===== src/rtl/wb_pkg.sv =====
// Shared types and default widths for the write-back source selector.
package wb_pkg;

  localparam int WB_WIDTH  = 16;
  localparam int WB_ADDR_W = 4;

  typedef enum logic [1:0] {
    WB_SRC0 = 2'b00,
    WB_SRC1 = 2'b01,
    WB_SRC2 = 2'b10,
    WB_SRC3 = 2'b11
  } wb_sel_e;

endpackage : wb_pkg


===== src/rtl/writeback_mux_mux4.sv =====
// Parameterised 4:1 combinational mux; an unknown select yields all-X in simulation.
module mux4
  import wb_pkg::*;
#(
  parameter int WIDTH = WB_WIDTH
) (
  input  logic [WIDTH-1:0] data0,
  input  logic [WIDTH-1:0] data1,
  input  logic [WIDTH-1:0] data2,
  input  logic [WIDTH-1:0] data3,
  input  wb_sel_e          sel,
  output logic [WIDTH-1:0] result
);

  always_comb begin
    // NOTE: combinational logic uses blocking '=' and assigns result on every
    // path (the default arm included) so no latch is inferred.
    case (sel)
      WB_SRC0: result = data0;
      WB_SRC1: result = data1;
      WB_SRC2: result = data2;
      WB_SRC3: result = data3;
      default: result = 'x;  // X/Z select: don't-care for synthesis
    endcase
  end

endmodule : mux4


===== src/rtl/writeback_mux.sv =====
// Write-back source selector: combinational result plus a one-cycle registered
// copy with destination address and write enable for the register-file port.
module writeback_mux
  import wb_pkg::*;
#(
  parameter int WIDTH  = WB_WIDTH,
  parameter int ADDR_W = WB_ADDR_W
) (
  input  logic              clk,
  input  logic              rst,
  input  logic [WIDTH-1:0]  data0,
  input  logic [WIDTH-1:0]  data1,
  input  logic [WIDTH-1:0]  data2,
  input  logic [WIDTH-1:0]  data3,
  input  logic [1:0]        select,
  input  logic              wb_en,
  input  logic [ADDR_W-1:0] wb_addr,
  output logic [WIDTH-1:0]  result,
  output logic [WIDTH-1:0]  wb_data_q,
  output logic [ADDR_W-1:0] wb_addr_q,
  output logic              wb_we_q
);

  mux4 #(
    .WIDTH (WIDTH)
  ) u_mux4 (
    .data0  (data0),
    .data1  (data1),
    .data2  (data2),
    .data3  (data3),
    .sel    (wb_sel_e'(select)),
    .result (result)
  );

  // Write enable follows wb_en every cycle; data and address only load on a request.
  always_ff @(posedge clk or posedge rst) begin
    // NOTE: sequential state uses non-blocking '<=' so every register samples
    // pre-edge values regardless of statement order.
    if (rst) begin
      wb_we_q   <= 1'b0;
      wb_data_q <= '0;
      wb_addr_q <= '0;
    end else begin
      wb_we_q <= wb_en;
      if (wb_en) begin
        wb_data_q <= result;
        wb_addr_q <= wb_addr;
      end
    end
  end

endmodule : writeback_mux


===== config.mk =====
export PLATFORM = sky130hd
export DESIGN_NAME = writeback_mux
export DESIGN_NICKNAME = d
export VERILOG_FILES = /design/src/rtl/wb_pkg.sv /design/src/rtl/writeback_mux_mux4.sv /design/src/rtl/writeback_mux.sv
export SDC_FILE = /design/constraint.sdc
export NUM_CORES = 1
export LEC_CHECK = 0
export BUFFER_PORTS_ARGS = -buffer_cell sky130_fd_sc_hd__buf_2
export CORE_ASPECT_RATIO = 1.25
export CORE_UTILIZATION = 25
export CTS_CLUSTER_DIAMETER = 40
export DETAILED_ROUTE_END_ITERATION = 6
export SLEW_MARGIN = 20
export SYNTH_ARGS = -nofsm -noshare
export SYNTH_HDL_FRONTEND = slang
export SYNTH_SLANG_ARGS = --single-unit

===== constraint.sdc =====
create_clock -name clk -period 1.5 [get_ports clk]
set_input_delay 0.3 -clock clk [delete_from_list [all_inputs] [get_ports clk]]
set_output_delay 0.3 -clock clk [all_outputs]
set_load 0.005 [all_outputs]

Word-level counts from Yosys, hierarchy flattened:

Index checks and enable logic that the tools add are counted.

* input port bits: 73
* logic and storage cells: 8
* flip-flop bits (word level): 21
* output and inout port bits: 37

* muxes and demuxes: 1
* equality and inequality tests: 3
* reduce and logical (&&, ||, !) cells: 1

Operators with widths (count)
* $pmux W16 S4: 1
* $eq A2 B2 Y1 const B: 2
* $eq A2 B1 Y1 const B: 1
* $logic_not A2 Y1: 1

Depth between registers and ports, before layout:

Gate-level depths: netlist of the first run.

* depth in word-level cells: 2
* gate-level depth with buffers: 5
* depth with buffers taken out: 2

Hierarchy:

A second synthesis of the first run with hierarchy kept.

* cell total of the unflattened synthesis: 64
* area total of the unflattened synthesis: 1276.2 µm²

Modules (own cells, without submodules)
* writeback_mux: area an instance 852.1 µm², sequential area each 525.5 µm², instances 1, cells each 44
* mux4: area an instance 424.2 µm², sequential area each 0.0 µm², instances 1, cells each 20

Least setup slack after synthesis of the first run:

No wires, ideal clock.

* kind: input -> output
* start point: input port select[1]
* end point: output port result[10]
* cell stages on the path: 4
* arrival time: 0.918 ns
* path slack: 0.282 ns
* buffers on the path: 2
* data required time: 1.200 ns
* cells stage by stage: buf_6 buf_6 mux2i_1 mux2i_1

* longest elaborated chain between the ends: 2
* elaborated cells between the ends (all ways): 5
* those cells by class: eq/ne (3); mux (1); reduce/logical (1)

Ends and longest elaborated chain
* from (decl): RTL line writeback_mux.sv:15 `input logic [1:0] select,`
* $eq A2 B2 Y1, or another cell as far along: RTL line writeback_mux_mux4.sv:18 `case (sel)`
* $pmux W16 S4 *: RTL line writeback_mux_mux4.sv:18
* to (decl): RTL line writeback_mux.sv:18 `output logic [WIDTH-1:0] result,`

Every way passes the cells marked *; elsewhere a longest branch is shown, timed or not.

Worst setup path in the final report of the first run:

* start point: input port select[1]
* end point: output port result[2]

The elaborated chain is that of the path after synthesis.

==> results of run 1 <==
==> area by class of cell <==
class	count	area (sq um)	area share, %
clock buffer	3	41.29	1.793
clock inverter	1	5.005	0.2174
inverter	1	3.754	0.1630
multi-input combinational	86	863.3	37.50
sequential	21	525.5	22.83
tap	66	82.58	3.587
timing repair buffer	137	780.7	33.91
==> worst max-delay path, cell delays in order <==
cell and delay, ns:
buf_2 0.14, buf_12 0.20, mux2i_1 0.26, mux2i_1 0.10
buf_2 0.13
==> layer usage <==
layer | part of all wire (%) | global-route usage [%]
met1 | 41 | 15.26
met4 | 1.6 | 4.545
met3 | 6.9 | 2.992
met2 | 50 | 23.16
met5 | 0 | 0
==> power by group <==
part	total, mW	leakage [nW]	switching, mW	internal, mW
Sequential	0.666	0.255	0.0346	0.632
Combinational	0.584	0.959	0.249	0.336
Clock	0.378	0.0255	0.193	0.185
Total	1.63	1.24	0.476	1.15
==> per-stage QoR <==
| step | cells | power (mW) | setup WS, ns | util, % |
|---|---|---|---|---|
| floorplan | 119 | 0.9590 | 0.2817 | - |
| detailed placement | 311 | 1.265 | 0.03943 | 39.04 |
| global placement | 311 | 1.258 | 0.07121 | 39.04 |
| CTS | 315 | 1.660 | 0.03903 | 39.84 |
| finish | 315 | 1.629 | 0.05674 | 40.10 |
| global route | 315 | 1.741 | -0.002883 | 40.10 |
==> worst paths after layout <==
| check | startpoint | end | slack, ns | depth (start not counted) |
|---|---|---|---|---|
| worst max-delay path | select[1] | result[2] | 0.06 | 5 |
| worst min-delay path | rst | wb_data_q[1] | 0.06 | 3 |
| worst max register to register | wb_addr_q[1] | wb_addr_q[1] | 0.74 | 1 |
| worst min register to register | wb_data_q[8] | wb_data_q[8] | 0.50 | 2 |
| max in group asynchronous | rst | wb_data_q[10] | 1.20 | 3 |
| min in group clk | wb_addr[3] | wb_addr_q[3] | 0.27 | 2 |
==> kinds of logic (layout without fill, tap and decap cells) <==
kind of cell | count (synthesis) | in the layout | share of synthesized area (%)
muxes | 52 | 52 | 35.47
AOI/OAI and AO/OA | 16 | 16 | 13.68
DFF | 21 | 21 | 35.47
and+or+nand+nor | 18 | 18 | 8.108
buffers and inverters | 12 | 142 | 7.263
==> timing repair <==
item                                    4_1_cts  5_1_grt
hold endpoints to repair                      0        0
resized for setup                             0        4
endpoints found under the setup margin        0        3
==> state kept, by name (all words and copies together), names as in the netlist <==
register	flops
wb_data_q	16
wb_addr_q	4
wb_we_q	1
==> layout by cell type, fill, tap and decap left out, types with 2 or more instances in the layout <==
master    count
buf_2       109
mux2i_1      44
buf_4        26
dfrtp_1      21
nand2b_1     16
o221ai_2     10
o221ai_1      6
mux2i_2       4
mux2_2        4
clkbuf_8      3
buf_12        2
==> flow_summary.toml, run 1 <==
[logic_synthesis]
synth_top_cell_by_area = "dfrtp_1"
synth_fp_nets = 192
synth_top_area_share_pct = 35.47
yosysUniqueCellTypes = 12
synth-main-ff-cell = "dfrtp_1"
post-synth-top-count-cell = "mux2i_1"
async_reset_ff_share_pct = 100.0
synth_edf_count = 0
yosysSeqAreaShare_pct = 35.47
synth_warnings = 0
ys_ff_latch = 21
syn_inst = 119
synth_top_cells_by_count = "mux2i_1, dfrtp_1, nand2b_1"
synth_area_sq_mm = 0.001481
synth_area_leaders = "dfrtp_1, mux2i_1, o221ai_2"
avgSynthCellArea_sq_um = 12.45

[final_layout]
n_antenna_cell = 0
n_fill_cell = 572
nets = 323
synthToLayoutAreaGrowth_pct = 55.41
drive_gt1_share_pct = 64.66
finalInstanceArea_sq_mm = 0.002302

[timing]
slew_viol_final = 0
finalSetupTns_ns = 0
relSlewSlack_pct = 67.78
setup-violations-final = 0
finClkSkew_ns = 0
holdWs_ns = 0.06446
rsz0062_at_grt = "yes"
period_share_pct = 96.22
tightest_slew_ns = 0.4817
min_period_ns = 1.443
max_freq_mhz = 692.9
finalHoldViolCount = 0

[routing]
routed_wl_mm = 4.071
num_vias = 1456
antenna_left = 0
drt_iter0_drc = 19
drc = 0
wl_per_cell_microns = 12.92
drtPass1Iterations = 6
via_per_inst = 4.622

[place]
place_area_sq_mm = 0.002241
portBuffers = 109
dp_hpwl_mm = 3.190
gp_congestion = 0.6824

[clock_network]
cts_num_sinks = 21
cts_buffers = 3
clk-insertion-delay-late_ns = 0.25
cts_setup_buffers = 0
cts_root_buf = "clkbuf_8"
cts_hold_buf = 0
ctsHtreeMaxLevel = 1
tritoncts = "built"
cts.reportedPaths.clkPinSlew_ns = 0.08
cts_max_path_buffers = 2

[setup_path]
path_max_fanout = 20
endpoint_kind = "output pin"
critPathLaunchType = "input pin"
critPathArrivalTime_ns = 1.14
worstPathRequired_ns = 1.20
path_class = "input pin to output pin"

[power]
p_leak_nw = 1.239
peakVddDrop_mv = 0.3056
power_density_mw_per_mm2 = 707.5

[worst_hold_path]
min_path_type = "input pin to asynchronous set/reset pin"

[global_routing]
grt_overflow = 0
grt_first_pass_wirelength_mm = 6.327
grt_pass1_vias = 1332
track_usage_pct = 12.97
grt_max_degree = 22
antenna_found_initial = 0

[floorplan]
die_w_microns = 70.85
rows = 31
design.portCount = 110
fp.dieArea_sq_mm = 0.006239
start_util_pct = 25.81
coreArea_sq_mm = 0.005741
die_h_microns = 88.07

[run_status]
status = "finished clean"

[run]
cap_violations = 0
Note: power is estimated with default switching activity, not from simulation.
==> inputs of run 2 (changes only) <==
--- a/config.mk
+++ b/config.mk
@@ -7,6 +7,7 @@
 export LEC_CHECK = 0
 export BUFFER_PORTS_ARGS = -buffer_cell sky130_fd_sc_hd__buf_2
 export CORE_ASPECT_RATIO = 1.25
+export CORE_MARGIN = 3
 export CORE_UTILIZATION = 25
 export CTS_CLUSTER_DIAMETER = 40
 export DETAILED_ROUTE_END_ITERATION = 6
==> run 2 against run 1 <==
Worst setup slack improved by 0.0024 ns. Sequential power about the same. Hold slack lost 0.013 ns.
==> flow_summary.toml, run 2 (synthesized netlist as in run 1, its figures left out) <==
[run_status]
status = "finished clean"

[routing]
antenna_left = 0
wl_per_cell_microns = 14.08
num_vias = 1406
drt_iter0_drc = 31
via_per_inst = 4.521
routed_wl_mm = 4.380
drc = 0
drtPass1Iterations = 4

[clock_network]
cts_num_sinks = 21
cts_root_buf = "clkbuf_8"
ctsHtreeMaxLevel = 1
cts_max_path_buffers = 2
clk-insertion-delay-late_ns = 0.26
cts_setup_buffers = 0
tritoncts = "built"
cts.reportedPaths.clkPinSlew_ns = 0.08
cts_buffers = 3

[global_routing]
antenna_found_initial = 0
grt_max_degree = 24
track_usage_pct = 12.84
grt_pass1_vias = 1454
grt_first_pass_wirelength_mm = 6.817
grt_overflow = 0

[timing]
finClkSkew_ns = 0
setup-violations-final = 0
rsz0062_at_grt = "yes"
max_freq_mhz = 694.0
tightest_slew_ns = 0.2803
finalHoldViolCount = 0
relSlewSlack_pct = 81.30
period_share_pct = 96.06
holdWs_ns = 0.05117
slew_viol_final = 0
min_period_ns = 1.441

[setup_path]
regToRegEndpoint = "wb_addr_q[1]"
critPathArrivalTime_ns = 1.14
r2r_slack_ns = 0.75
r2r.worst_path.cells = 1
crit_end = "result[1]"
worstPathRequired_ns = 1.20
path_max_fanout = 23
critPathLaunchType = "input pin"
path_class = "input pin to output pin"
r2r-start = "wb_addr_q[1]"
startpoint = "select[1]"
endpoint_kind = "output pin"

[final_layout]
n_antenna_cell = 0
nets = 321
drive_gt1_share_pct = 63.97
regMostFlops = "wb_data_q"
n_fill_cell = 529
top_regs = "wb_data_q: 16 flops, wb_addr_q: 4 flops, wb_we_q: 1 flops"
synthToLayoutAreaGrowth_pct = 55.57
finalInstanceArea_sq_mm = 0.002305
layout_common_cells = "buf_2, mux2i_1, buf_4, dfrtp_1, nand2b_1"
largest_reg_flops = 16
final_common_cell = "buf_2"

[run]
cap_violations = 0

[worst_hold_path]
min_path_type = "input pin to asynchronous set/reset pin"

[floorplan]
fp.dieArea_sq_mm = 0.006891
coreArea_sq_mm = 0.005593
die_h_microns = 92.07
rows = 30
die_w_microns = 74.85
design.portCount = 110
start_util_pct = 26.49

[place]
gp_congestion = 0.7113
dp_hpwl_mm = 3.527
place_area_sq_mm = 0.002236
portBuffers = 109

[power]
p_leak_nw = 1.234
power_density_mw_per_mm2 = 711.9
peakVddDrop_mv = 0.2901
-- run 2: worst min-delay path by stage --
stage	endpoint	slack (ns)	depth (start not counted)
floorplan	wb_addr_q[0]	0.28	1
global placement	wb_addr_q[3]	0.34	3
detailed placement	wb_addr_q[0]	0.35	3
CTS	wb_addr_q[0]	0.05	3
global route	wb_addr_q[0]	0.06	3
finish	wb_addr_q[0]	0.05	3
-- run 2: where the power goes --
part / leakage, nW / total, mW / internal [mW] / switching, mW
Sequential: 0.255 / 0.666 / 0.632 / 0.0339
Combinational: 0.957 / 0.591 / 0.336 / 0.255
Clock: 0.0217 / 0.384 / 0.188 / 0.196
-- run 2: cell type report --
type                    count  area, sq um  share of cell area, %
well taps                  64        80.08                  3.474
flip-flops and latches     21        525.5                  22.80
clock inverters             1        7.507                 0.3257
inverters                   1        3.754                 0.1629
clock buffers               3        41.29                  1.792
multi-input cells          86        868.3                  37.68
repair buffers            135        778.2                  33.77
-- run 2: worst max-delay path: stages --
cell     delay (ns)
buf_2          0.11
buf_12         0.21
mux2i_1        0.26
mux2i_1        0.12
buf_2          0.14
-- run 2: routing by layer --
metal | track usage, % | wire, microns | part of all wire (%)
met1 | 15.82 | 1881 | 43
met2 | 21.95 | 2162 | 49
met3 | 2.412 | 307 | 7.0
met4 | 4.006 | 29 | 0.66
met5 | 0 | 0 | 0
-- run 2: per-stage QoR --
stage	power (mW)	setup WS, ns	instances	TNS [ns]	util, %
2_1_floorplan	0.9590	0.2817	119	0	-
3_3_place_gp	1.263	0.04076	307	0	39.98
3_5_place_dp	1.270	-0.003010	307	-0.003010	39.98
4_1_cts	1.669	0.02126	311	0	40.92
5_1_grt	1.754	-0.001890	311	-0.002715	41.21
6_report	1.641	0.05916	311	0	41.21
-- run 2: what timing repair did --
item | 4_1_cts | 5_1_grt
hold buffers | 0 | 0
pin swaps | 0 | 0
resized for setup | 1 | 3
setup endpoints to repair | 1 | 2
